<file path="src/rtl/mem_boot_loader_if.sv">
// Load stream, dump stream and RAM bus of the boot loader.
// The master modport is the loader's side; slave is the environment's side.
interface mem_boot_loader_if #(
    parameter int unsigned DATA_W = 8,
    parameter int unsigned ADDR_W = 9
);
    logic              in_valid;
    logic [DATA_W-1:0] in_data;
    logic              in_last;
    logic              in_ready;

    logic [ADDR_W-1:0] mem_addr;
    logic [DATA_W-1:0] mem_wdata;
    logic              mem_we;
    logic              mem_re;
    logic [DATA_W-1:0] mem_rdata;
    logic              mem_moc;

    logic              out_valid;
    logic [DATA_W-1:0] out_data;
    logic [ADDR_W-1:0] out_addr;
    logic              out_ready;

    modport master (
        input  in_valid, in_data, in_last, mem_rdata, mem_moc, out_ready,
        output in_ready, mem_addr, mem_wdata, mem_we, mem_re,
               out_valid, out_data, out_addr
    );

    modport slave (
        output in_valid, in_data, in_last, mem_rdata, mem_moc, out_ready,
        input  in_ready, mem_addr, mem_wdata, mem_we, mem_re,
               out_valid, out_data, out_addr
    );
endinterface

</file>
<file path="src/rtl/mem_boot_loader.sv">
// Program loader/dumper: writes a byte-stream image into RAM via the MOC handshake
// while holding the CPU in reset, and reads back a fixed window as a stream.
module mem_boot_loader #(
    parameter int unsigned DATA_W      = 8,
    parameter int unsigned ADDR_W      = 9,
    parameter int unsigned DEPTH       = 512,
    parameter int unsigned DUMP_LEN    = 250,
    parameter int unsigned MOC_TIMEOUT = 15
) (
    input  logic                clk_i,
    input  logic                clear_i,
    input  logic                start_load_i,
    input  logic                start_dump_i,
    mem_boot_loader_if.master   bus,
    output logic                cpu_clear_o,
    output logic                busy_o,
    output logic                done_o,
    output logic                error_o,
    output logic [ADDR_W:0]     load_count_o
);

    localparam int unsigned     TMO_W     = $clog2(MOC_TIMEOUT + 1);
    localparam logic [ADDR_W-1:0] LAST_ADDR = ADDR_W'(DEPTH - 1);
    localparam logic [ADDR_W-1:0] DUMP_LAST = ADDR_W'(DUMP_LEN - 1);
    localparam logic [TMO_W-1:0]  TMO_LAST  = TMO_W'(MOC_TIMEOUT - 1);

    typedef enum logic [2:0] {
        IDLE,
        L_WAIT,
        L_WR,
        D_RD,
        D_OUT,
        FLUSH
    } state_e;

    state_e              state_q, state_d;
    logic [ADDR_W-1:0]   ptr_q, ptr_d;
    logic [ADDR_W:0]     load_count_q, load_count_d;
    logic [TMO_W-1:0]    tmo_q, tmo_d;
    logic                last_q, last_d;
    logic                error_q, error_d;
    logic                cpu_clear_q, cpu_clear_d;
    logic                done_q, done_d;
    logic                busy_q, busy_d;
    logic                in_ready_q, in_ready_d;
    logic                mem_we_q, mem_we_d;
    logic                mem_re_q, mem_re_d;
    logic [ADDR_W-1:0]   mem_addr_q, mem_addr_d;
    logic [DATA_W-1:0]   mem_wdata_q, mem_wdata_d;
    logic                out_valid_q, out_valid_d;
    logic [DATA_W-1:0]   out_data_q, out_data_d;
    logic [ADDR_W-1:0]   out_addr_q, out_addr_d;

    always_comb begin
        state_d      = state_q;
        ptr_d        = ptr_q;
        load_count_d = load_count_q;
        tmo_d        = tmo_q;
        last_d       = last_q;
        error_d      = error_q;
        cpu_clear_d  = cpu_clear_q;
        done_d       = 1'b0;
        mem_wdata_d  = mem_wdata_q;
        out_data_d   = out_data_q;
        out_addr_d   = out_addr_q;

        unique case (state_q)
            IDLE: begin
                if (start_load_i) begin
                    state_d      = L_WAIT;
                    ptr_d        = '0;
                    load_count_d = '0;
                    error_d      = 1'b0;
                    cpu_clear_d  = 1'b1;
                end else if (start_dump_i) begin
                    state_d     = D_RD;
                    ptr_d       = '0;
                    tmo_d       = '0;
                    error_d     = 1'b0;
                    cpu_clear_d = 1'b1;
                end
            end

            L_WAIT: begin
                if (bus.in_valid) begin
                    mem_wdata_d = bus.in_data;
                    last_d      = bus.in_last;
                    tmo_d       = '0;
                    state_d     = L_WR;
                end
            end

            L_WR: begin
                if (bus.mem_moc) begin
                    ptr_d        = ptr_q + ADDR_W'(1);
                    load_count_d = load_count_q + (ADDR_W + 1)'(1);
                    if (last_q) begin
                        state_d     = IDLE;
                        done_d      = 1'b1;
                        cpu_clear_d = error_q;
                    end else if (ptr_q == LAST_ADDR) begin
                        state_d = FLUSH;
                        error_d = 1'b1;
                    end else begin
                        state_d = L_WAIT;
                    end
                end else if (tmo_q == TMO_LAST) begin
                    state_d = IDLE;
                    done_d  = 1'b1;
                    error_d = 1'b1;
                end else begin
                    tmo_d = tmo_q + TMO_W'(1);
                end
            end

            FLUSH: begin
                if (bus.in_valid && bus.in_last) begin
                    state_d = IDLE;
                    done_d  = 1'b1;
                end
            end

            D_RD: begin
                if (bus.mem_moc) begin
                    out_data_d = bus.mem_rdata;
                    out_addr_d = ptr_q;
                    state_d    = D_OUT;
                end else if (tmo_q == TMO_LAST) begin
                    state_d = IDLE;
                    done_d  = 1'b1;
                    error_d = 1'b1;
                end else begin
                    tmo_d = tmo_q + TMO_W'(1);
                end
            end

            D_OUT: begin
                if (bus.out_ready) begin
                    if (ptr_q == DUMP_LAST) begin
                        state_d = IDLE;
                        done_d  = 1'b1;
                    end else begin
                        ptr_d   = ptr_q + ADDR_W'(1);
                        tmo_d   = '0;
                        state_d = D_RD;
                    end
                end
            end

            default: state_d = IDLE;
        endcase

        // Strobes and flags are decoded from the next state so they register
        // in the same cycle the FSM enters the state that owns them.
        in_ready_d  = (state_d == L_WAIT) || (state_d == FLUSH);
        mem_we_d    = (state_d == L_WR);
        mem_re_d    = (state_d == D_RD);
        out_valid_d = (state_d == D_OUT);
        busy_d      = (state_d != IDLE);
        mem_addr_d  = (mem_we_d || mem_re_d) ? ptr_d : mem_addr_q;
    end

    always_ff @(posedge clk_i) begin
        if (clear_i) begin
            state_q      <= IDLE;
            ptr_q        <= '0;
            load_count_q <= '0;
            tmo_q        <= '0;
            last_q       <= 1'b0;
            error_q      <= 1'b0;
            cpu_clear_q  <= 1'b1;
            done_q       <= 1'b0;
            busy_q       <= 1'b0;
            in_ready_q   <= 1'b0;
            mem_we_q     <= 1'b0;
            mem_re_q     <= 1'b0;
            mem_addr_q   <= '0;
            mem_wdata_q  <= '0;
            out_valid_q  <= 1'b0;
            out_data_q   <= '0;
            out_addr_q   <= '0;
        end else begin
            state_q      <= state_d;
            ptr_q        <= ptr_d;
            load_count_q <= load_count_d;
            tmo_q        <= tmo_d;
            last_q       <= last_d;
            error_q      <= error_d;
            cpu_clear_q  <= cpu_clear_d;
            done_q       <= done_d;
            busy_q       <= busy_d;
            in_ready_q   <= in_ready_d;
            mem_we_q     <= mem_we_d;
            mem_re_q     <= mem_re_d;
            mem_addr_q   <= mem_addr_d;
            mem_wdata_q  <= mem_wdata_d;
            out_valid_q  <= out_valid_d;
            out_data_q   <= out_data_d;
            out_addr_q   <= out_addr_d;
        end
    end

    assign bus.in_ready  = in_ready_q;
    assign bus.mem_addr  = mem_addr_q;
    assign bus.mem_wdata = mem_wdata_q;
    assign bus.mem_we    = mem_we_q;
    assign bus.mem_re    = mem_re_q;
    assign bus.out_valid = out_valid_q;
    assign bus.out_data  = out_data_q;
    assign bus.out_addr  = out_addr_q;

    assign cpu_clear_o  = cpu_clear_q;
    assign busy_o       = busy_q;
    assign done_o       = done_q;
    assign error_o      = error_q;
    assign load_count_o = load_count_q;

endmodule
</file>
<file path="src/flat_wrapper.sv">
// flat-port wrapper written by rule: the top's interface ports become plain ports
module mem_boot_loader_flat 
#(
    parameter int unsigned DATA_W      = 8,
    parameter int unsigned ADDR_W      = 9,
    parameter int unsigned DEPTH       = 512,
    parameter int unsigned DUMP_LEN    = 250,
    parameter int unsigned MOC_TIMEOUT = 15
)
  (clk_i, clear_i, start_load_i, start_dump_i, cpu_clear_o, busy_o, done_o, error_o, load_count_o, bus_in_valid, bus_in_data, bus_in_last, bus_mem_rdata, bus_mem_moc, bus_out_ready, bus_in_ready, bus_mem_addr, bus_mem_wdata, bus_mem_we, bus_mem_re, bus_out_valid, bus_out_data, bus_out_addr);
  mem_boot_loader_if #(.DATA_W(DATA_W), .ADDR_W(ADDR_W)) bus_i ();
  input  logic clk_i;
  input  logic clear_i;
  input  logic start_load_i;
  input  logic start_dump_i;
  output logic cpu_clear_o;
  output logic busy_o;
  output logic done_o;
  output logic error_o;
  output logic [ADDR_W:0] load_count_o;
  input wire logic [$bits(bus_i.in_valid)-1:0] bus_in_valid;
  input wire logic [$bits(bus_i.in_data)-1:0] bus_in_data;
  input wire logic [$bits(bus_i.in_last)-1:0] bus_in_last;
  input wire logic [$bits(bus_i.mem_rdata)-1:0] bus_mem_rdata;
  input wire logic [$bits(bus_i.mem_moc)-1:0] bus_mem_moc;
  input wire logic [$bits(bus_i.out_ready)-1:0] bus_out_ready;
  output wire logic [$bits(bus_i.in_ready)-1:0] bus_in_ready;
  output wire logic [$bits(bus_i.mem_addr)-1:0] bus_mem_addr;
  output wire logic [$bits(bus_i.mem_wdata)-1:0] bus_mem_wdata;
  output wire logic [$bits(bus_i.mem_we)-1:0] bus_mem_we;
  output wire logic [$bits(bus_i.mem_re)-1:0] bus_mem_re;
  output wire logic [$bits(bus_i.out_valid)-1:0] bus_out_valid;
  output wire logic [$bits(bus_i.out_data)-1:0] bus_out_data;
  output wire logic [$bits(bus_i.out_addr)-1:0] bus_out_addr;
  assign bus_i.in_valid = bus_in_valid;
  assign bus_i.in_data = bus_in_data;
  assign bus_i.in_last = bus_in_last;
  assign bus_i.mem_rdata = bus_mem_rdata;
  assign bus_i.mem_moc = bus_mem_moc;
  assign bus_i.out_ready = bus_out_ready;
  assign bus_in_ready = bus_i.in_ready;
  assign bus_mem_addr = bus_i.mem_addr;
  assign bus_mem_wdata = bus_i.mem_wdata;
  assign bus_mem_we = bus_i.mem_we;
  assign bus_mem_re = bus_i.mem_re;
  assign bus_out_valid = bus_i.out_valid;
  assign bus_out_data = bus_i.out_data;
  assign bus_out_addr = bus_i.out_addr;
  mem_boot_loader #(.DATA_W(DATA_W), .ADDR_W(ADDR_W), .DEPTH(DEPTH), .DUMP_LEN(DUMP_LEN), .MOC_TIMEOUT(MOC_TIMEOUT)) u_core (.clk_i(clk_i), .clear_i(clear_i), .start_load_i(start_load_i), .start_dump_i(start_dump_i), .bus(bus_i), .cpu_clear_o(cpu_clear_o), .busy_o(busy_o), .done_o(done_o), .error_o(error_o), .load_count_o(load_count_o));
endmodule
</file>
<file path="config.mk">
export PLATFORM = sky130hd
export DESIGN_NAME = mem_boot_loader_flat
export DESIGN_NICKNAME = d
export VERILOG_FILES = /design/src/rtl/mem_boot_loader_if.sv /design/src/rtl/mem_boot_loader.sv /design/src/flat_wrapper.sv
export SDC_FILE = /design/constraint.sdc
export NUM_CORES = 1
export LEC_CHECK = 0
export CAP_MARGIN = 20
export CELL_PAD_IN_SITES_DETAIL_PLACEMENT = 1
export CELL_PAD_IN_SITES_GLOBAL_PLACEMENT = 2
export CORE_MARGIN = 1.5
export CORE_UTILIZATION = 32
export CTS_BUF_LIST = sky130_fd_sc_hd__clkbuf_4
export DETAILED_ROUTE_END_ITERATION = 10
export PLACE_DENSITY_LB_ADDON = 0.1
export SYNTH_ARGS = -nofsm -noshare
export SYNTH_HDL_FRONTEND = slang
export SYNTH_SLANG_ARGS = --single-unit
</file>
<file path="constraint.sdc">
create_clock -name clk_i -period 4.78 [get_ports clk_i]
set_input_delay 0.478 -clock clk_i [delete_from_list [all_inputs] [get_ports clk_i]]
set_output_delay 0.478 -clock clk_i [all_outputs]
set_load 0.01 [all_outputs]
</file>
# Yosys cells after proc, flatten, opt, wreduce, memory -nomap -nowiden
# Cells that the tools add are included.
# W data, S select, Z words.
# op_classes
n_reduce_logical	15
add_sub_neg	3
eq_ne	27
n_mux	50
# op_table
op	n
$mux W9	5
$mux W3	10
$mux W4	7
$pmux W9 S3	1
$mux W10	2
$ne A2 B2 Y1 const B	10
$pmux W10 S2	1
$mux W1	18
$pmux W3 S6	1
$pmux W4 S4	1
$eq A3 B2 Y1 const B	4
$eq A3 B3 Y1 const B	4
$add A10 B1 Y10 const B	1
$add A9 B1 Y9 const B	1
$eq A9 B8 Y1 const B	1
$eq A9 B9 Y1 const B	1
$reduce_and A8 Y1	1
$eq A3 B1 Y1 const B	2
$ne A3 B3 Y1 const B	2
$reduce_bool A3 Y1	2
$reduce_and A5 Y1	1
$add A4 B1 Y4 const B	1
$eq A4 B4 Y1 const B	1
$pmux W1 S4	1
other kinds (14)	16
# totals
elab_cells	112
reg_bits	69
output_inout_bits	52
input_bits	24

# Depth between registers and ports, before layout
# Gate-level depths: netlist of run 1.
# depth
word_depth	7
ltp_mapped	9
mapped_depth_nobuf	9

# Worst setup path before layout of run 1
# OpenSTA, ideal clock, no wires.
# synth_timing
path_type	register to register
startpoint	register u_core.tmo_q[0]
endpoint	register u_core.tmo_q[1]
t_arrival_ns	1.670
setup_time_ns	0.070
path_stages_with_launch	8
synth_period_minus_slack_ns	1.741
required_time_ns	4.710
path_buffers	0
path_slack_ns	3.039
cell_sequence	dfxtp_1 -> inv_1 -> ha_1 -> a31oi_1 -> nor2b_1 -> o31a_1 -> or3_1 -> a21oi_1
# synth_between
elab_chain_cells	4
word_cells_on_any_way	7
classes_between	add/sub (1); eq/ne (2); mux (3); reduce/logical (1)
# synth_rtl
item	line	rtl
start, declared	mem_boot_loader.sv:39	logic [TMO_W-1:0] tmo_q, tmo_d;
start signal, assigned	mem_boot_loader.sv:186	tmo_q <= tmo_d;
$add A4 B1 Y4	mem_boot_loader.sv:112, mem_boot_loader.sv:133	
$mux W4	mem_boot_loader.sv:107, mem_boot_loader.sv:128	
$mux W4	mem_boot_loader.sv:94	if (bus.mem_moc) begin
$pmux W4 S4	mem_boot_loader.sv:67	unique case (state_q)
# Several ways; a longest one is shown, not always the timed one. The select of a mux whose other input is x is not followed.
# A chain may end at the register's enable or synchronous reset.

# Worst setup path in the final report of run 1
# layout_timing
startpoint	register u_core.state_q[1]
endpoint	register u_core.busy_q (netlist: u_core.busy_o)
# layout_between
elab_chain_cells	4
word_cells_on_any_way	16
classes_between	eq/ne (5); mux (9); reduce/logical (2)
# layout_rtl
item	line	rtl
start, declared	mem_boot_loader.sv:36	state_e state_q, state_d;
start signal, assigned	mem_boot_loader.sv:183	state_q <= state_d;
$mux W3, on equally long branches	mem_boot_loader.sv:107, mem_boot_loader.sv:128, mem_boot_loader.sv:75	
$mux W3, on equally long branches	mem_boot_loader.sv:124, mem_boot_loader.sv:69, mem_boot_loader.sv:94	
$pmux W3 S6 *	mem_boot_loader.sv:67	
$reduce_bool A3 Y1 *	mem_boot_loader.sv:159	busy_d = (state_d != IDLE);
end signal, assigned	mem_boot_loader.sv:191	busy_q <= busy_d;
end, declared	mem_boot_loader.sv:44	logic busy_q, busy_d;
# Every way passes the cells marked *; elsewhere a longest branch is shown, timed or not.

==> results.py, run 1 <==
metrics = {
    "placement": {
        "finalWeightedCongestion": 0.7549,
        "place.port_buffers": 75,
        "dp_hpwl_microns": 5942,
    },
    "timing": {
        "grt_setup_unrepaired": "no",
        "final.setup_skew_ns": 0.02081,
        "worst_hold_slack_ns": 0.4597,
        "finalSetupTns_ns": 0,
        "timing_max_transition_violations_final": 0,
        "relSlewSlack": 0.3548,
        "setup_violations": 0,
        "worst_slew_pin_slew_ns": 0.9604,
        "fin_crit_ns": 2.478,
        "max_freq_mhz": 403.5,
        "hold_viol_final": 0,
        "final.period_utilization": 0.5184,
    },
    "layout": {
        "regArea_sq_um": 1381,
        "area_growth_syn_to_layout_pct": 29.86,
        "drive_above_1_share": 0.07289,
        "num-fill-cells": 1151,
        "multiInputGateArea_sq_um": 1593,
        "insertedDiodeCount": 0,
        "layout.nets": 464,
    },
    "drt": {
        "vias": 2816,
        "drt_drc_violations_left": 0,
        "drt_pass1_iterations": 4,
        "avgRoutedWirePerCell_microns": 14.84,
        "viasPerCell": 4.958,
        "final_antenna_net_count": 0,
        "routed_wl_microns": 8429,
        "detail_route.iter0.violations": 118,
    },
    "synth": {
        "synth_top_family_by_area": "simple AND/OR/NAND/NOR gates",
        "area_fraction_in_compound_gates_after_synthesis": 0.2000,
        "number_of_flops_mapped_to_enable_cells_by_yosys": 0,
        "share_of_synthesized_cell_area_in_full_adder_half_adder_and_majority_cells": 0.02424,
        "synthCells": 367,
        "synth.ff_latch_count": 69,
        "post-synth-top-area-cell": "dfxtp_1",
        "syn-num-nets": 397,
        "netlist_area_sq_um": 3097,
        "synth_mux_area_frac": 0.006465,
        "synth.area.top_cells": "dfxtp_1, nand2_1, a21oi_1, nor2_1, ha_1",
        "netlist.area_leader.share": 0.4461,
        "yosysWarnings": 0,
        "average_cell_area_after_synthesis_sq_um": 8.438,
        "synthSimpleGateAreaFrac": 0.2638,
        "post_synth_num_cell_types": 52,
        "synth_sequential_area_ratio": 0.4461,
        "post_synth_xor_area_fraction": 0.01980,
        "async_flop_share": 0,
        "dominant_synthesized_flop_cell": "dfxtp_1",
    },
    "cts": {
        "clock_sink_count": 69,
        "cts_hold_buf": 0,
        "cts_tree": "done",
        "htree_levels": 3,
        "clockBufferDepth": 2,
        "cts_buffers": 9,
        "ctsRootBufferMaster": "clkbuf_4",
        "clock_latency_reported_for_the_late_side_of_the_worst_skew_pair_ns": 0.42,
        "post_cts_setup_buffers": 0,
        "post_cts.resized_instances": 0,
        "clk_transition_reported_paths_ns": 0.13,
    },
    "setup_path": {
        "reg2reg_depth": 4,
        "critical_path.n_buffers_inverters": 0,
        "rr_startpoint": "u_core.state_q[1]",
        "worst-endpoint-required_ns": 5.11,
        "worst_setup_path_start_kind": "flop",
        "critPathMaxStageDelay_ns": 0.82,
        "crit_slowest_cell": "dfxtp_1",
        "crit_type": "flop to flop",
        "critical_path.endpoint_type": "flop",
        "arrival_time_reported_for_the_critical_path_endpoint_ns": 2.81,
        "cp_top_family": "simple AND/OR/NAND/NOR gates",
        "crit_path_cell_trace": "nor2b_1 > nand3_1 > a31o_2 > o211ai_1",
        "setup.reg_to_reg.worst_slack_ns": 2.30,
        "r2r_end": "u_core.busy_o",
        "critical_path_cell_count": 4,
        "critical_path.startpoint": "u_core.state_q[1]",
        "path_max_fanout": 20,
        "timing.critical_path.to": "u_core.busy_o",
    },
    "grt": {
        "maximum_number_of_pins_on_one_net_before_global_route_repair": 59,
        "globalRouteTotalUtil": 0.1764,
        "globalRouteOverflowTotal": 0,
        "antenna_violations_before_repair": 0,
        "grt_pass1_wl_microns": 14220,
        "first_global_vias": 2847,
    },
    "power": {
        "leakage_power_uw": 0.001371,
        "power.ir.vdd_worst_mv": 0.1030,
        "p_per_area_nw_per_um2": 290.2,
    },
    "die": {
        "floorplan.io_pins": 76,
        "die_area_sq_um": 10280,
        "die_width_microns": 101.4,
        "floorplan.rows": 35,
        "core_region_area_sq_um": 9328,
        "initial_core_utilization": 0.3320,
        "die-height_microns": 101.4,
    },
    "run_status": {
        "status": "finished, final reports clean",
    },
    "worst_hold_path": {
        "timing.hold.worst.class": "flop to flop",
    },
    "run": {
        "max_cap_violations": 0,
    },
}
## Yosys cell counts (all sizes together), types with 2 or more instances
library cell / count
a211oi: 8
a21boi: 2
a21o: 4
a21oi: 42
a22oi: 6
a2bb2oi: 2
a311oi: 5
a31o: 2
a31oi: 2
and2: 3
and3: 2
buf: 8
clkbuf: 12
dfxtp: 69
ha: 6
inv: 6
mux2i: 2
nand2: 68
nand2b: 5
nand3: 12
nand3b: 5
nand4: 4
nand4bb: 2
nor2: 36
nor2b: 2
nor3: 8
nor3b: 2
nor4: 4
o211ai: 3
o21ai: 12
or3: 8
xnor2: 4
xor2: 3
## registers in the layout, indices dropped and copies added (netlist names), 3 cells and up
register / flops
u_core.load_count_o: 10
u_core.bus.mem_addr: 9
u_core.bus.out_addr: 9
u_core.ptr_q: 9
u_core.bus.mem_wdata: 8
u_core.bus.out_data: 8
u_core.tmo_q: 4
u_core.state_q: 3
## metrics by stage
stage	std cells	total power [uW]	setup WS [ns]	utilization	area, sq um
after floorplan	367	770.8	3.039	-	3097
after global placement	552	864.0	2.053	0.4193	3911
after detailed placement	552	865.8	1.951	0.4193	3911
final	568	1167	2.302	0.4311	4021
after CTS	568	1191	2.277	0.4311	4021
after global routing	568	1246	2.113	0.4311	4021
## cells in the final DEF, fill, tap and decap left out, types with 3 or more instances in the layout
cell type / n
a211oi_1: 8
a21o_1: 4
a21oi_1: 41
a22oi_1: 6
a311oi_2: 3
clkbuf_4: 9
clkdlybuf4s50_1: 74
clkinv_2: 3
dfxtp_1: 69
ha_1: 6
inv_1: 6
nand2_1: 68
nand2b_1: 5
nand3_1: 12
nand3b_1: 5
nand4_1: 4
nor2_1: 36
nor3_1: 8
nor4_1: 3
o21ai_0: 7
o21ai_1: 4
or3_1: 6
xnor2_1: 4
xor2_1: 3
## area by class of cell
| type | count | area share |
|---|---|---|
| clock buffer | 9 | 0.01680 |
| sequential | 69 | 0.3435 |
| inverter | 6 | 0.005600 |
| tap | 129 | 0.04014 |
| clock inverter | 7 | 0.01058 |
| timing repair buffer | 76 | 0.1873 |
| multi-input combinational | 272 | 0.3961 |
## power breakdown
group | internal (uW) | switching [uW] | leakage [uW]
clock network | 103 | 214 | 0.0000591
logic | 102 | 117 | 0.000753
registers | 602 | 29.5 | 0.000559
total | 806 | 361 | 0.00137
## worst min-delay path by stage
stage | from | to | slack [ns] | cells past startpoint
floorplan | u_core.ptr_q[7] | u_core.bus.out_addr[7] | 0.46 | 2
global placement | u_core.bus.mem_wdata[4] | u_core.bus.mem_wdata[4] | 0.44 | 2
detailed placement | u_core.bus.out_data[4] | u_core.bus.out_data[4] | 0.45 | 2
CTS | u_core.bus.out_data[4] | u_core.bus.out_data[4] | 0.46 | 2
global route | u_core.bus.out_data[6] | u_core.bus.out_data[6] | 0.48 | 2
finish | u_core.bus.out_data[4] | u_core.bus.out_data[4] | 0.46 | 2
## metal layers
metal	vias to the layer above	GRT usage	wire, microns
met2	70	0.2659	3621
met5	-	0	0
met1	1322	0.2417	4180
met4	0	0.04808	72
li1	1418	-	-
met3	6	0.05866	555
## tightest hold or removal path, cell delays in order (launching register included)
cell and delay (ns):
dfxtp_1 0.33, nand2_1 0.05, a21oi_1 0.05
## kinds of logic (layout without fill, tap and decap cells)
group | Yosys count | count (layout)
XOR/XNOR | 7 | 7
AND/OR/NAND/NOR | 165 | 165
buffers and inverters | 26 | 98
multiplexers | 2 | 2
adder cells (fa/ha/maj) | 6 | 6
flip-flops | 69 | 69
AO/OA/AOI/OAI | 92 | 92
Power figures use the tool's default switching activity.
==> run 2: changes to the inputs <==
--- a/config.mk
+++ b/config.mk
@@ -9,7 +9,7 @@
 export CELL_PAD_IN_SITES_DETAIL_PLACEMENT = 1
 export CELL_PAD_IN_SITES_GLOBAL_PLACEMENT = 2
 export CORE_MARGIN = 1.5
-export CORE_UTILIZATION = 32
+export CORE_UTILIZATION = 30
 export CTS_BUF_LIST = sky130_fd_sc_hd__clkbuf_4
 export DETAILED_ROUTE_END_ITERATION = 10
 export PLACE_DENSITY_LB_ADDON = 0.1
==> constraint.sdc (replaced) <==
create_clock -name clk_i -period 2.43 [get_ports clk_i]
set_input_delay 0.243 -clock clk_i [delete_from_list [all_inputs] [get_ports clk_i]]
set_output_delay 0.243 -clock clk_i [all_outputs]
set_load 0.01 [all_outputs]
==> results.py, run 2 (synthesis results as in run 1) <==
metrics = {
    "run_status": {
        "status": "finished, final reports clean",
    },
    "layout": {
        "largest_register_ffs": 10,
        "layout.nets": 478,
        "num-fill-cells": 1208,
        "mostFrequentLayoutCells": "clkdlybuf4s50_1, dfxtp_1, nand2_1",
        "multiInputGateArea_sq_um": 1593,
        "most_common_cell_after_layout_fill_and_taps_aside": "clkdlybuf4s50_1",
        "area_growth_syn_to_layout_pct": 34.59,
        "drive_above_1_share": 0.1015,
        "regArea_sq_um": 1381,
        "insertedDiodeCount": 0,
    },
    "drt": {
        "avgRoutedWirePerCell_microns": 15.29,
        "drt_pass1_iterations": 4,
        "vias": 2933,
        "detail_route.iter0.violations": 86,
        "final_antenna_net_count": 0,
        "viasPerCell": 5.005,
        "drt_drc_violations_left": 0,
        "routed_wl_microns": 8960,
    },
    "setup_path": {
        "crit_path_cell_trace": "ha_1 > nand3_1 > nor2_1 > ha_1 > nand3b_1 > a21o_1 > a21oi_1 > a21oi_1 > a211oi_1",
        "critical_path.n_buffers_inverters": 0,
        "cp_top_family": "compound AO/OA/AOI/OAI gates",
        "critical_path.endpoint_type": "flop",
        "crit_type": "flop to flop",
        "arrival_time_reported_for_the_critical_path_endpoint_ns": 2.42,
        "crit_slowest_cell": "dfxtp_1",
        "worst_setup_path_start_kind": "flop",
        "path_max_fanout": 7,
        "worst-endpoint-required_ns": 2.78,
        "critPathMaxStageDelay_ns": 0.50,
    },
    "grt": {
        "groute.layer.met3.usage": 0.04679,
        "first_global_vias": 2983,
        "globalRouteOverflowTotal": 0,
        "antenna_violations_before_repair": 0,
        "use_met2": 0.2617,
        "grt_busiest_layer": "met2",
        "met1_usage": 0.2283,
        "globalRouteTotalUtil": 0.1716,
        "maximum_number_of_pins_on_one_net_before_global_route_repair": 39,
        "grt_pass1_wl_microns": 15000,
    },
    "run": {
        "max_cap_violations": 0,
    },
    "placement": {
        "dp_hpwl_microns": 6514,
        "dp_worst_setup_slack_ns": 0.2723,
        "place.port_buffers": 75,
        "finalWeightedCongestion": 0.7596,
    },
    "power": {
        "power.ir.vdd_worst_mv": 0.3486,
        "fin_total_pwr_uw": 2465,
        "p_per_area_nw_per_um2": 591.5,
        "leakage_power_uw": 0.001462,
    },
    "die": {
        "die_area_sq_um": 10940,
        "core_region_area_sq_um": 9910,
        "floorplan.rows": 36,
        "die-height_microns": 104.6,
        "die_width_microns": 104.6,
        "floorplan.io_pins": 76,
        "initial_core_utilization": 0.3125,
    },
    "timing": {
        "worst_hold_slack_ns": 0.2540,
        "grt_setup_unrepaired": "no",
        "worst_slew_pin_slew_ns": 0.5490,
        "relSlewSlack": 0.6335,
        "final.period_utilization": 0.8515,
        "timing_max_transition_violations_final": 0,
        "hold_viol_final": 0,
        "finalSetupTns_ns": 0,
        "max_freq_mhz": 483.3,
        "setup_violations": 0,
        "layout_setup_ws_ns": 0.3608,
        "fin_crit_ns": 2.069,
        "final.setup_skew_ns": 0.01110,
    },
    "cts": {
        "clockBufferDepth": 2,
        "clock_latency_reported_for_the_late_side_of_the_worst_skew_pair_ns": 0.42,
        "post_cts_setup_buffers": 0,
        "clock_sink_count": 69,
        "post_cts.resized_instances": 0,
        "clk_transition_reported_paths_ns": 0.12,
        "ctsRootBufferMaster": "clkbuf_4",
        "cts_buffers": 9,
        "cts_hold_buf": 0,
        "cts_tree": "done",
        "htree_levels": 3,
    },
    "worst_hold_path": {
        "timing.hold.worst.class": "input pin to flop",
    },
}
==> run 2: area by class of cell <==
cell class	instances	area share
flip-flops and latches	69	0.3314
repair buffers	90	0.2089
inverters	6	0.005404
multi-input cells	272	0.3822
well taps	133	0.03993
clock inverters	5	0.01231
clock buffers	11	0.01981
==> run 2: final timing paths <==
path                                             start                      to  slack, ns  depth (start not counted)
worst min-delay path                           clear_i  u_core.load_count_o[1]       0.25                          2
worst max register to register         u_core.ptr_q[1]          u_core.error_o       0.36                          9
worst max-delay path                   u_core.ptr_q[1]          u_core.error_o       0.36                          9
worst min register to register  u_core.bus.mem_addr[3]  u_core.bus.mem_addr[3]       0.46                          2
==> run 2: where the power goes <==
part | total (uW) | leakage (uW) | internal, uW | switching [uW]
logic | 478 | 0.000828 | 225 | 252
clock network | 758 | 0.0000743 | 331 | 428
registers | 1230 | 0.000559 | 1180 | 45.3
total | 2470 | 0.00146 | 1740 | 725
==> run 2: through the flow <==
step / cells / instance area (sq um) / utilization
floorplan: 367 / 3097 / -
global placement: 570 / 4034 / 0.4071
detailed placement: 570 / 4034 / 0.4071
CTS: 586 / 4168 / 0.4206
global route: 586 / 4168 / 0.4206
finish: 586 / 4168 / 0.4206
==> run 2: layer usage <==
layer	share of wire	wire length [microns]	vias up
li1	-	-	1454
met1	0.49	4399	1384
met2	0.43	3862	84
met3	0.062	556	11
met4	0.016	142	0
met5	0	0	-
==> run 2: worst register-to-register path, cell delays in order, from the launching register on <==
cell and delay (ns):
dfxtp_1 0.50, ha_1 0.26, nand3_1 0.15, nor2_1 0.13, ha_1 0.22, nand3b_1 0.09, a21o_1 0.20, a21oi_1 0.18
a21oi_1 0.09, a211oi_1 0.19
==> edit 1, RTL diff (config.mk and constraints of run 2) <==
Put one more register stage on the output `load_count_o`. The value now appears one clock later. The other outputs are not delayed to match.
--- a/src/rtl/mem_boot_loader.sv
+++ b/src/rtl/mem_boot_loader.sv
@@ -214,5 +214,7 @@
     assign done_o       = done_q;
     assign error_o      = error_q;
-    assign load_count_o = load_count_q;
+    always_ff @(posedge clk_i) begin
+        load_count_o <= load_count_q;
+    end
 
 endmodule
Behaviour: not the same (Yosys sat finds a counterexample within 4 cycles, from zero or initial values).
==> edit 1 against run 2 <==
Cell area up 7.0%. Total power grew 11%. Final cell count rose by 4.9%. Clock skew grew 0.0083 ns. Area after synthesis is 7.4% higher. Wire length up 4.6%. Setup slack better by 0.0038 ns. Sequential cell count rose by 10. Sequential power rose by 15%. Critical endpoint is now u_core.bus.mem_addr[6].
==> edit 1: results (changes against run 2) <==
==========================================================================================
Final antenna diode count ...................................................            1   +1
Main area contributors after synthesis ...................................... sky130_fd_sc_hd__dfxtp_1 48%, sky130_fd_sc_hd__nand2_1 7.2%, sky130_fd_sc_hd__a21oi_1 6.2%, sky130_fd_sc_hd__nor2_1 4.5%, sky130_fd_sc_hd__a211oi_1 2.5%
Number of different library cells in the post-synthesis netlist .............           60   +15%
Proportion of cell area occupied by registers ...............................       35.48%   +2.3 points
Cell area reported after detailed placement ................................. 0.004330 mm2   +7.4%
Buffers, non-clock ..........................................................           98   +8.9%
Layout clock buffer count ...................................................           10   -1
Setup slack at placement ....................................................    0.1553 ns   -0.1171 ns
Vias in the first global route ..............................................         3192   +7.0%
Adder and majority cell fraction of the synthesized area ....................       2.257%   -0.17 points
PnR Total Power .............................................................     2.732 mW   +11%
Clock latency of the later-clocked register in the worst-skew pair ..........      0.47 ns   +0.05 ns
Xor and xnor area share after synthesis .....................................       2.897%   +0.92 points
Share of synthesized area spent on multiplexers .............................      0.6020%   -0.045 points
Post-layout util ............................................................       41.12%   -0.93 points
CTS Sinks ...................................................................           79   +14%
Normalized max-slew margin ..................................................       65.96%   +2.6 points
Switching power summed over all nets ........................................    0.8013 mW   +10%
HPWL reported at the end of detailed placement ..............................     6.804 mm   +4.5%
Placed insts ................................................................          599   +5.1%
Non-CTS inverters ...........................................................            9   +3
Clock edge transition at the registers on the reported setup and hold paths .      0.14 ns   +0.02 ns
Starting DRC count in detailed routing ......................................          215   +150%
Clock buf/inv share .........................................................       2.807%   -0.41 points
Sequential element share of the synthesized area ............................       47.55%   +2.9 points
Overall track demand over capacity in global routing ........................       17.63%   +0.47 points
Nets in the synthesized netlist .............................................          412   +3.8%
Synth Area in Compound Gates ................................................       18.66%   -1.3 points
Critical path data arrival time .............................................      2.44 ns   +0.02 ns
Status ...................................................................... finished, final reports clean
Maximum fanout along the worst path .........................................           18   +11
First-pass GRT wire length ..................................................     15.69 mm   +4.6%
Vias after detailed routing .................................................         3037   +3.5%
Maximum number of pins on one net before global-route repair ................           36   -7.7%
Static leakage ..............................................................     1.597 nW   +9.3%
Power in the clock group ....................................................     0.780 mW   +2.9%
Antenna violations before repair ............................................            1   +1
Maximum ir drop on the vdd rail .............................................    0.3331 mV   -4.4%
Area taken by multi-input logic gates ....................................... 0.001597 mm2   +0.24%
Routed len/inst .............................................................     15.25 um   -0.29%
==========================================================================================
edit 1: logic make-up after synthesis:
kind of cell / Yosys count
compound gates: 94
buf+inv: 30
flops: 79
simple gates: 160
mux: 2
xor+xnor: 11
fa+ha+maj: 6
edit 1: worst paths after layout:
kind | depth (start not counted) | to | from | slack [ns]
max | 8 | u_core.bus.mem_addr[6] | u_core.ptr_q[1] | 0.36
min | 2 | u_core.load_count_q[1] | clear_i | 0.22
max reg2reg | 8 | u_core.bus.mem_addr[6] | u_core.ptr_q[1] | 0.36
min reg2reg | 0 | u_core.load_count_o[9] | u_core.load_count_q[9] | 0.38
edit 1: metal layers:
layer / track usage (%) / part of all wire (%) / vias to the layer above / wire length [um]
met5: 0 / 0 / - / 0
li1: - / - / 1515 / -
met1: 22.28 / 49 / 1441 / 4549
met2: 28.25 / 45 / 66 / 4238
met4: 8.741 / 2.2 / 0 / 206
met3: 3.978 / 4.1 / 15 / 381
==> edit 2, RTL diff (flow settings as in run 2) <==
Made on the original files. `DATA_W` is set to 8 in 3 places; all go to 9.
--- a/src/rtl/mem_boot_loader_if.sv
+++ b/src/rtl/mem_boot_loader_if.sv
@@ -2,5 +2,5 @@
 // The master modport is the loader's side; slave is the environment's side.
 interface mem_boot_loader_if #(
-    parameter int unsigned DATA_W = 8,
+    parameter int unsigned DATA_W = 9,
     parameter int unsigned ADDR_W = 9
 );
--- a/src/rtl/mem_boot_loader.sv
+++ b/src/rtl/mem_boot_loader.sv
@@ -2,5 +2,5 @@
 // while holding the CPU in reset, and reads back a fixed window as a stream.
 module mem_boot_loader #(
-    parameter int unsigned DATA_W      = 8,
+    parameter int unsigned DATA_W      = 9,
     parameter int unsigned ADDR_W      = 9,
     parameter int unsigned DEPTH       = 512,
--- a/src/flat_wrapper.sv
+++ b/src/flat_wrapper.sv
@@ -2,5 +2,5 @@
 module mem_boot_loader_flat 
 #(
-    parameter int unsigned DATA_W      = 8,
+    parameter int unsigned DATA_W      = 9,
     parameter int unsigned ADDR_W      = 9,
     parameter int unsigned DEPTH       = 512,
Ports: changed (resized bus_in_data, bus_mem_rdata, bus_mem_wdata and bus_out_data); port bits go from 76 to 80. The function was not compared with the original's and may differ.
==> edit 2 against run 2 <==
Sequential cell count up 2. Total power up 3.6%. Area after synthesis down 0.69%. Wire length down 2.6%. Cell area up 1.2%. Setup slack worse by 0.096 ns. Synthesized cell count up 2.7%. Die area down 0.67%. Largest cell class unchanged. Largest power group unchanged.
==> edit 2: results (changes against run 2) <==
======================================================================================
Status .................................................................. finished, final reports clean
Clock latency of the later-clocked register in the worst-skew pair ......      0.40 ns   -0.02 ns
Average footprint of a synthesized cell .................................    8.158 um2   -3.3%
First-pass GRT wire length ..............................................     14.91 mm   -0.60%
R2R cell count ..........................................................            8   -1
Top post-synthesis cells by count ....................................... 75 x sky130_fd_sc_hd__nand2_1, 71 x sky130_fd_sc_hd__dfxtp_1, 44 x sky130_fd_sc_hd__a21oi_1
Static leakage ..........................................................     1.481 nW   +1.3%
Routed len/inst .........................................................     14.55 um   -4.8%
Main area contributors after synthesis .................................. sky130_fd_sc_hd__dfxtp_1 46%, sky130_fd_sc_hd__nand2_1 9.2%, sky130_fd_sc_hd__a21oi_1 7.2%, sky130_fd_sc_hd__nor2_1 4.3%, sky130_fd_sc_hd__ha_1 2.4%
Worst Hold End .......................................................... u_core.tmo_q[0]
Endpoint of the lowest-slack register-to-register path .................. u_core.busy_o
Switching power summed over all nets ....................................    0.6788 mW   -6.4%
Weighted congestion reported at the end of routability-driven placement .       0.7856   +3.4%
Dominant delay contributor by cell family on the critical path .......... simple AND/OR/NAND/NOR gates
Sequential element share of the synthesized area ........................       46.22%   +1.6 points
Critical path data arrival time .........................................      2.48 ns   +0.06 ns
Number of different library cells in the post-synthesis netlist .........           49   -5.8%
Cell area reported after detailed placement ............................. 0.004059 mm2   +0.62%
Maximum cell stage delay along the critical path ........................      0.48 ns   -0.02 ns
Maximum ir drop on the vdd rail .........................................    0.3005 mV   -14%
Post-route insts no fill ................................................          600   +2.4%
Register-to-register setup slack ........................................      0.27 ns   -0.10 ns
Maximum number of pins on one net before global-route repair ............           28   -28%
Flop pwr share ..........................................................        49.3%   -0.6 points
Net count, final ........................................................          494   +3.3%
Placed insts ............................................................          584   +2.5%
Fraction of layout cells with a size suffix above 1 .....................       7.923%   -2.2 points
Overall track demand over capacity in global routing ....................       16.88%   -0.28 points
======================================================================================
==> edit 2: cell count changes after synthesis, moves of 4 or more <==
cell and change:
sky130_fd_sc_hd__a21o_1 -4, sky130_fd_sc_hd__nand2_1 +7, sky130_fd_sc_hd__nand2b_1 -4, sky130_fd_sc_hd__nor2b_1 +4, sky130_fd_sc_hd__o21ai_0 +5, sky130_fd_sc_hd__o21ai_1 -4
==> edit 2: worst reg2reg max path, stage by stage (launching register included) <==
cell	delay (ns)
sky130_fd_sc_hd__dfxtp_1	0.48
sky130_fd_sc_hd__ha_1	0.27
sky130_fd_sc_hd__nand3_1	0.18
sky130_fd_sc_hd__nor2_1	0.16
sky130_fd_sc_hd__ha_1	0.16
sky130_fd_sc_hd__nor3b_1	0.27
sky130_fd_sc_hd__a211oi_1	0.10
sky130_fd_sc_hd__a211oi_1	0.29
sky130_fd_sc_hd__o21bai_1	0.17
==> edit 2: logic make-up after synthesis <==
group                      after synthesis  synth area share [%]
adders and majority gates                6                 2.441
and+or+nand+nor                        172                 26.40
buffers and inverters                   28                 4.027
DFF                                     71                 46.22
xor gates and xnor gates                 7                 1.994
AOI/OAI and AO/OA                       92                 18.59
muxes                                    1                0.3255
==> edit 2: layout make-up <==
cell class,instances,area (um2)
timing repair buffer,94,910.9
clock buffer,12,90.09
fill,1184,5645
tap,133,166.4
sequential,71,1421
multi-input combinational,278,1530
inverter,8,30.03
clock inverter,4,70.07
==> edit 2: worst max path at each step <==
stage	start	end	slack (ns)	cells past startpoint
floorplan	u_core.state_q[0]	u_core.tmo_q[1]	0.58	7
global placement	start_dump_i	u_core.tmo_q[1]	0.20	6
detailed placement	start_dump_i	u_core.bus.mem_addr[4]	0.14	7
CTS	u_core.ptr_q[1]	u_core.busy_o	0.25	8
global route	u_core.ptr_q[1]	u_core.busy_o	0.02	8
finish	u_core.ptr_q[1]	u_core.busy_o	0.27	8
==> edit 2: per-layer routing <==
layer | global-route usage [%] | wire, um | vias up
met1 | 22.80 | 4444 | 1415
met4 | 5.655 | 72 | 0
met2 | 26.92 | 3931 | 52
met3 | 3.321 | 283 | 6
met5 | 0 | 0 | -
li1 | - | - | 1494
==> edit 2: power groups by stage <==
| stage | sequential, mW | clock (mW) | combinational [mW] |
|---|---|---|---|
| 6_report | 1.26 | 0.859 | 0.434 |
| 5_1_grt | 1.27 | 0.940 | 0.483 |
| 4_1_cts | 1.26 | 0.906 | 0.442 |
| 3_5_place_dp | 1.29 | 0 | 0.438 |
| 3_3_place_gp | 1.29 | 0 | 0.431 |
| 2_1_floorplan | 1.28 | 0 | 0.224 |
